$ cat src/rtl/struct_fifo.sv
// Synchronous FIFO of {a_flag, a_vector} entries with occupancy and flagged-entry counters.
// Output fields are read from registered storage, so there is no same-cycle input-to-output path.
module struct_fifo #(
    parameter  int VEC_W = 32,
    parameter  int DEPTH = 4,
    localparam int CW    = $clog2(DEPTH) + 1
) (
    input  logic             clk,
    input  logic             rst_n,
    input  logic             flush,
    input  logic             in_valid,
    output logic             in_ready,
    input  logic             in_a_flag,
    input  logic [VEC_W-1:0] in_a_vector,
    output logic             out_valid,
    input  logic             out_ready,
    output logic             out_a_flag,
    output logic [VEC_W-1:0] out_a_vector,
    output logic [CW-1:0]    count,
    output logic [CW-1:0]    flag_count
);
    localparam int AW = $clog2(DEPTH);

    logic [VEC_W:0]  mem_q [DEPTH];
    logic [AW-1:0]   wr_ptr_q, wr_ptr_d;
    logic [AW-1:0]   rd_ptr_q, rd_ptr_d;
    logic [CW-1:0]   count_q, count_d;
    logic [CW-1:0]   flag_count_q, flag_count_d;
    logic            push, pop;
    logic [VEC_W:0]  head;

    assign in_ready     = (count_q != CW'(DEPTH));
    assign out_valid    = (count_q != '0);
    assign push         = in_valid & in_ready & ~flush;
    assign pop          = out_valid & out_ready & ~flush;
    assign head         = mem_q[rd_ptr_q];
    assign out_a_flag   = out_valid & head[VEC_W];
    assign out_a_vector = out_valid ? head[VEC_W-1:0] : '0;
    assign count        = count_q;
    assign flag_count   = flag_count_q;

    always_comb begin
        wr_ptr_d     = wr_ptr_q;
        rd_ptr_d     = rd_ptr_q;
        count_d      = count_q;
        flag_count_d = flag_count_q;
        if (flush) begin
            wr_ptr_d     = '0;
            rd_ptr_d     = '0;
            count_d      = '0;
            flag_count_d = '0;
        end else begin
            if (push) wr_ptr_d = wr_ptr_q + AW'(1);
            if (pop)  rd_ptr_d = rd_ptr_q + AW'(1);
            case ({push, pop})
                2'b10:   count_d = count_q + CW'(1);
                2'b01:   count_d = count_q - CW'(1);
                default: count_d = count_q;
            endcase
            // Both terms apply together when a push and a pop coincide.
            flag_count_d = flag_count_q + CW'(push & in_a_flag) - CW'(pop & head[VEC_W]);
        end
    end

    always_ff @(posedge clk or negedge rst_n) begin
        if (!rst_n) begin
            wr_ptr_q     <= '0;
            rd_ptr_q     <= '0;
            count_q      <= '0;
            flag_count_q <= '0;
        end else begin
            wr_ptr_q     <= wr_ptr_d;
            rd_ptr_q     <= rd_ptr_d;
            count_q      <= count_d;
            flag_count_q <= flag_count_d;
        end
    end

    // Storage carries no reset; only the pointers decide what is valid.
    always_ff @(posedge clk) begin
        if (push) mem_q[wr_ptr_q] <= {in_a_flag, in_a_vector};
    end

endmodule

$ cat config.mk
export PLATFORM = sky130hd
export DESIGN_NAME = struct_fifo
export DESIGN_NICKNAME = d
export VERILOG_FILES = /design/src/rtl/struct_fifo.sv
export SDC_FILE = /design/constraint.sdc
export NUM_CORES = 1
export LEC_CHECK = 0
export CORE_MARGIN = 4
export CORE_UTILIZATION = 40
export DETAILED_ROUTE_END_ITERATION = 6
export HOLD_SLACK_MARGIN = 0.08
export PLACE_DENSITY_LB_ADDON = 0.25
export SLEW_MARGIN = 15
export SYNTH_ARGS = -nofsm -noshare
export SYNTH_HDL_FRONTEND = slang
export SYNTH_SLANG_ARGS = --single-unit
$ cat constraint.sdc
create_clock -name clk -period 2.7 [get_ports clk]
set_input_delay 0.54 -clock clk [delete_from_list [all_inputs] [get_ports clk]]
set_output_delay 0.54 -clock clk [all_outputs]
set_load 0.005 [all_outputs]
Word-level counts from Yosys, hierarchy flattened. Memories as Yosys holds them, arrays and structs flattened. Index checks and enable logic that the tools add are counted.

Mux-type cells: 10. Add/sub/neg operators: 6. Reduce and logical (&&, ||, !) cells: 4. Equal/unequal tests: 3. Bitwise gates (word level): 8.

Operators with widths (number): 32-bit 2-to-1 mux (1); 2-bit 2-to-1 mux (4); 1-bit bitwise AND (7); 3-bit 2-to-1 mux (2); 3-bit one-hot mux with 2 select lines (1); 3-bit nonzero test (2); 2-bit by 1-bit adder with 2-bit output, second input constant (2); 2-bit nonzero test (2); 3-bit by 1-bit adder with 3-bit output (1); 3-bit by 1-bit adder with 3-bit output, second input constant (1); 3-bit inequality test, second input constant (1); 3-bit by 1-bit subtractor with 3-bit output (1); 3-bit by 1-bit subtractor with 3-bit output, second input constant (1); 2-bit by 1-bit equality test with 1-bit output, second input constant (1); 2-bit equality test, second input constant (1); 1-bit 2-to-1 mux (2); 1-bit inverter (1).

Bits in writable memories: 132. Memories kept: 1. Flip-flop bits (word level): 10. Output and inout port bits: 41. Word-level logic and storage cells: 36. Bits of input ports: 38.

Memory list: mem_q (depth 4, bits a word 33, read ports 1, clocked after Yosys merged registers in 0, wr ports 1, RTL line 24) `logic [VEC_W:0] mem_q [DEPTH];`.

Longest topological paths before layout.
Depth after elaboration: 7. Depth in mapped cells: 12.

Worst setup path after synthesis. Ideal clock, no wire load.

Path kind: reg2reg. Start point: register rd_ptr_q[0]. End point: register flag_count_q[2], in the netlist flag_count[2]. Setup slack: 0.335 ns. Period minus slack after synthesis: 2.365 ns. Library setup time: 0.132 ns. Data arrival time: 2.233 ns. Data required time: 2.568 ns. Path buffers: 1. Cell stages (with the launch flop): 11. Path through: dfrtp_1 buf_6 mux4_1 nor3b_1 ha_1 inv_1 ha_1 inv_1 fa_1 xnor2_1 nor2_1.

Word-level cells in the longest chain between the ends: 4.

Ends and longest elaborated chain: from (decl) (RTL line 26) `logic [AW-1:0] rd_ptr_q, rd_ptr_d;`; from (signal assigned) (RTL line 73) `rd_ptr_q <= rd_ptr_d;`; memory 4 x 33 bit; 1-bit bitwise AND (RTL line 61) `flag_count_d = flag_count_q + CW'(push & in_a_flag) - CW'(pop & head[VEC_W]);`; 3-bit by 1-bit subtractor with 3-bit output (RTL line 61); 3-bit 2-to-1 mux (RTL line 47) `if (flush) begin`; named net flag_count_d[2] (RTL line 28) `logic [CW-1:0] flag_count_q, flag_count_d;`; to (signal assigned) (RTL line 75) `flag_count_q <= flag_count_d;`; to (decl) (RTL line 28).

The timed path passes the listed nets, and every way through them passes these cells. A chain may end at the register's enable or synchronous reset.

Worst setup path after layout.
Start point: register rd_ptr_q[0]. End point: output out_a_flag.

Word-level cells in the longest chain between the ends: 2.

Ends and longest elaborated chain: memory 4 x 33 bit; 1-bit bitwise AND (RTL line 37) `assign out_a_flag = out_valid & head[VEC_W];`; to (decl) (RTL line 17) `output logic out_a_flag,`.

No other way between the ends.

==> flow_summary.toml <==
[clocking]
cts_buffer_depth = 2
htreeDepth = 4
clk_latency_ns = 0.41
clk_pin_slew_ns = 0.06
cts.sinks = 142
cts_hold_buf = 0
cts_tree = "done"
cts_root_buf = "clkbuf_16"
cts_buffers = 17

[yosys]
ys.flop_type = "edfxtp_1"
yosysWarnings = 0
yosys-top-cells-area = "edfxtp_1, mux4_2, dfrtp_1, and2_1, mux4_1"
synth-edff-count = 132
synth-seq-area-share_pct = 72.8
ys_ff_latch = 142
async_flop_share_pct = 7.04
syn_area_per_cell_sq_um = 19.9
synth_area_sq_um = 5790
syn-num-nets = 337
yosys.area.top_type_share_pct = 68.5
synthDistinctLibCells = 36
synthCells = 291
synth_top_area_cell = "edfxtp_1"

[flow_run]
cap_violations = 0

[route]
ant_nets = 0
viasPerCell = 5.08
routedWlPerCell_um = 19.5
firstDrtPassIters = 4
drtIter0Drc = 148
via_count = 3020
drcViolationCount = 0
routed_wl_um = 11600

[layout]
instances_no_fill = 594
drive_above_1_share_pct = 29.7
syn_to_final_growth_pct = 31.3
design_area_sq_um = 7600
multi_input_area_sq_um = 1450
fillers = 1117
n_antenna_cell = 0
seq_area_sq_um = 4220
fin_nets = 447

[power]
p_leak_uw = 0.00269
power_uw = 5710
vdd_ir_drop_max_mv = 0.526
powerDensity_nw_per_um2 = 751

[worst_hold_path]
hold_path.class = "input pin to async pin"

[sta]
timing.final.crit_share_pct = 99.0
fin_skew_ns = 0.0131
fmax_mhz = 374
rsz0062_at_grt = "true"
tightestPinTransition_ns = 0.520
setup_viol = 0
report.final.slew_viol_count = 0
fin_ws_ns = 0.0273
finalHoldViolations = 0
relSlewSlack_pct = 65.2
layout_min_cycle_time_ns = 2.67

[setup_path]
cpPeakStageDelay_ns = 0.46
cp-start-kind = "flop"
required_ns = 2.16
crit_top_cell = "buf_4"
path_max_fanout = 3
setup.worst_path.end_class = "output port"
critPathArrivalTime_ns = 2.13
cp_top_family = "buffers and inverters"
cp_num_buf_inv = 4
crit_type = "flop to output port"
crit_chain = "buf_6, buf_4, buf_4, mux4_2, and2_4, dlygate4sd2_1"
critPathSlowestCell = "mux4_2"

[die]
num_io_pins = 79
row_count = 43
die_w_um = 128
coreArea_sq_um = 14000
start_util_pct = 41.2
chipHeight_um = 128
fp.dieArea_sq_um = 16500

[global_route]
grt_pass1_vias = 3284
grt_max_degree = 36
grt_pass1_wl_um = 18200
grt_use_total_pct = 15.1
grt_remaining_overflow = 0
antenna_found_initial = 1

[placed_design]
dp_hpwl_um = 6700
postPlaceCellArea_sq_um = 6830
dp_cells = 550
port_buffers = 78
post-place-ws_ns = 0.105
finalWeightedCongestion = 0.717

[run_status]
status = "finished clean"
[final cells by class]
cell class,instances,share of cell area (%)
sequential,142,55.5
multi-input combinational,128,19.1
timing repair buffer,107,14.4
clock buffer,17,5.60
tap,180,2.96
clock inverter,15,2.24
inverter,5,0.247
[per-stage QoR]
stage               setup TNS (ns)  hold WS [ns]  utilization (%)
detailed placement               0         0.579             48.6
finish                           0         0.468             54.1
global route               -0.0449         0.466             54.1
CTS                         -0.172         0.456             54.2
global placement                 0         0.574             48.6
floorplan                        0         0.244                -
[sequential cells by signal, indices dropped and copies added, names as in the netlist]
register	cells
flag_count	3
count	3
rd_ptr_q	2
mem_q	132
wr_ptr_q	2
[power breakdown]
group          total [uW]  internal [uW]  leakage [uW]  switching (uW)
Combinational         870            511       0.00107             359
Sequential           2530           2490       0.00133            32.4
Clock                2310           1440      0.000282             867
[cells in the final DEF (no fill, tap or decap), types with 2 or more instances in the layout]
cell and instances:
edfxtp_1 132, clkdlybuf4s50_1 45, mux4_2 32, and2_1 22, dlygate4sd2_1 22, clkbuf_16 17, buf_4 17, and2_4 11
nor2_1 8, buf_12 8, dfrtp_1 7, ha_1 6, inv_1 5, a21oi_1 5, clkbuf_2 5, nand2_1 4
and2_2 4, xor2_1 4, clkinvlp_4 4, clkinv_2 4, clkdlybuf4s15_1 4, nand2b_1 3, nand3_1 3, nand3b_1 3
bufinv_16 3, dfrtp_2 3, xnor2_1 2, a31oi_1 2, nor3_1 2, o21ai_0 2, clkinv_4 2, buf_16 2
buf_6 2
[Yosys cell counts, drive strengths merged, types with 4 or more instances]
cell type and n:
buf 12, nand2 5, and2 37, nor2 8, edfxtp 132, a21oi 5, xor2 4, mux4 33
inv 5, dfrtp 10, ha 6, clkbuf 4
[cells by family (layout without fill, tap and decap cells)]
family,count (synthesis),in the layout,synth area share [%]
AO/OA/AOI/OAI,13,13,1.36
XOR/XNOR,6,6,0.908
adder cells (fa/ha/maj),8,8,1.99
buffers and inverters,21,144,2.68
flip-flops,142,142,72.8
multiplexers,33,33,13.2
AND/OR/NAND/NOR,68,68,7.07
[what timing repair did]
action                     CTS  global route
gates resized for setup     57            23
pin swaps                    1             2
setup endpoints to repair   34            17
gates cloned                 3             0
buffers inserted            10             0
[metal layers]
layer  vias up  GRT usage, %  share of wire [%]
met5         -             0               0.14
met4         2          5.12               0.97
met3        12          5.46                6.3
met2        90          23.9                 49
met1      1552          19.5                 44
li1       1364             -                  -
[final timing paths]
| kind | startpoint | end | slack [ns] | cells past startpoint |
|---|---|---|---|---|
| setup / recovery | rd_ptr_q[0]$_DFFE_PN0P_ | out_a_flag | 0.03 | 6 |
| hold / removal | rst_n | flag_count[2]$_DFF_PN0_ | 0.47 | 1 |
| setup reg to reg | rd_ptr_q[0]$_DFFE_PN0P_ | flag_count[1]$_DFF_PN0_ | 0.07 | 11 |
| hold reg to reg | wr_ptr_q[1]$_DFFE_PN0P_ | wr_ptr_q[1]$_DFFE_PN0P_ | 0.60 | 2 |
| max in group asynchronous | rst_n | rd_ptr_q[1]$_DFFE_PN0P_ | 1.85 | 1 |
| min in group clk | wr_ptr_q[1]$_DFFE_PN0P_ | wr_ptr_q[1]$_DFFE_PN0P_ | 0.60 | 2 |
Note: power is estimated with default switching activity, not from simulation.
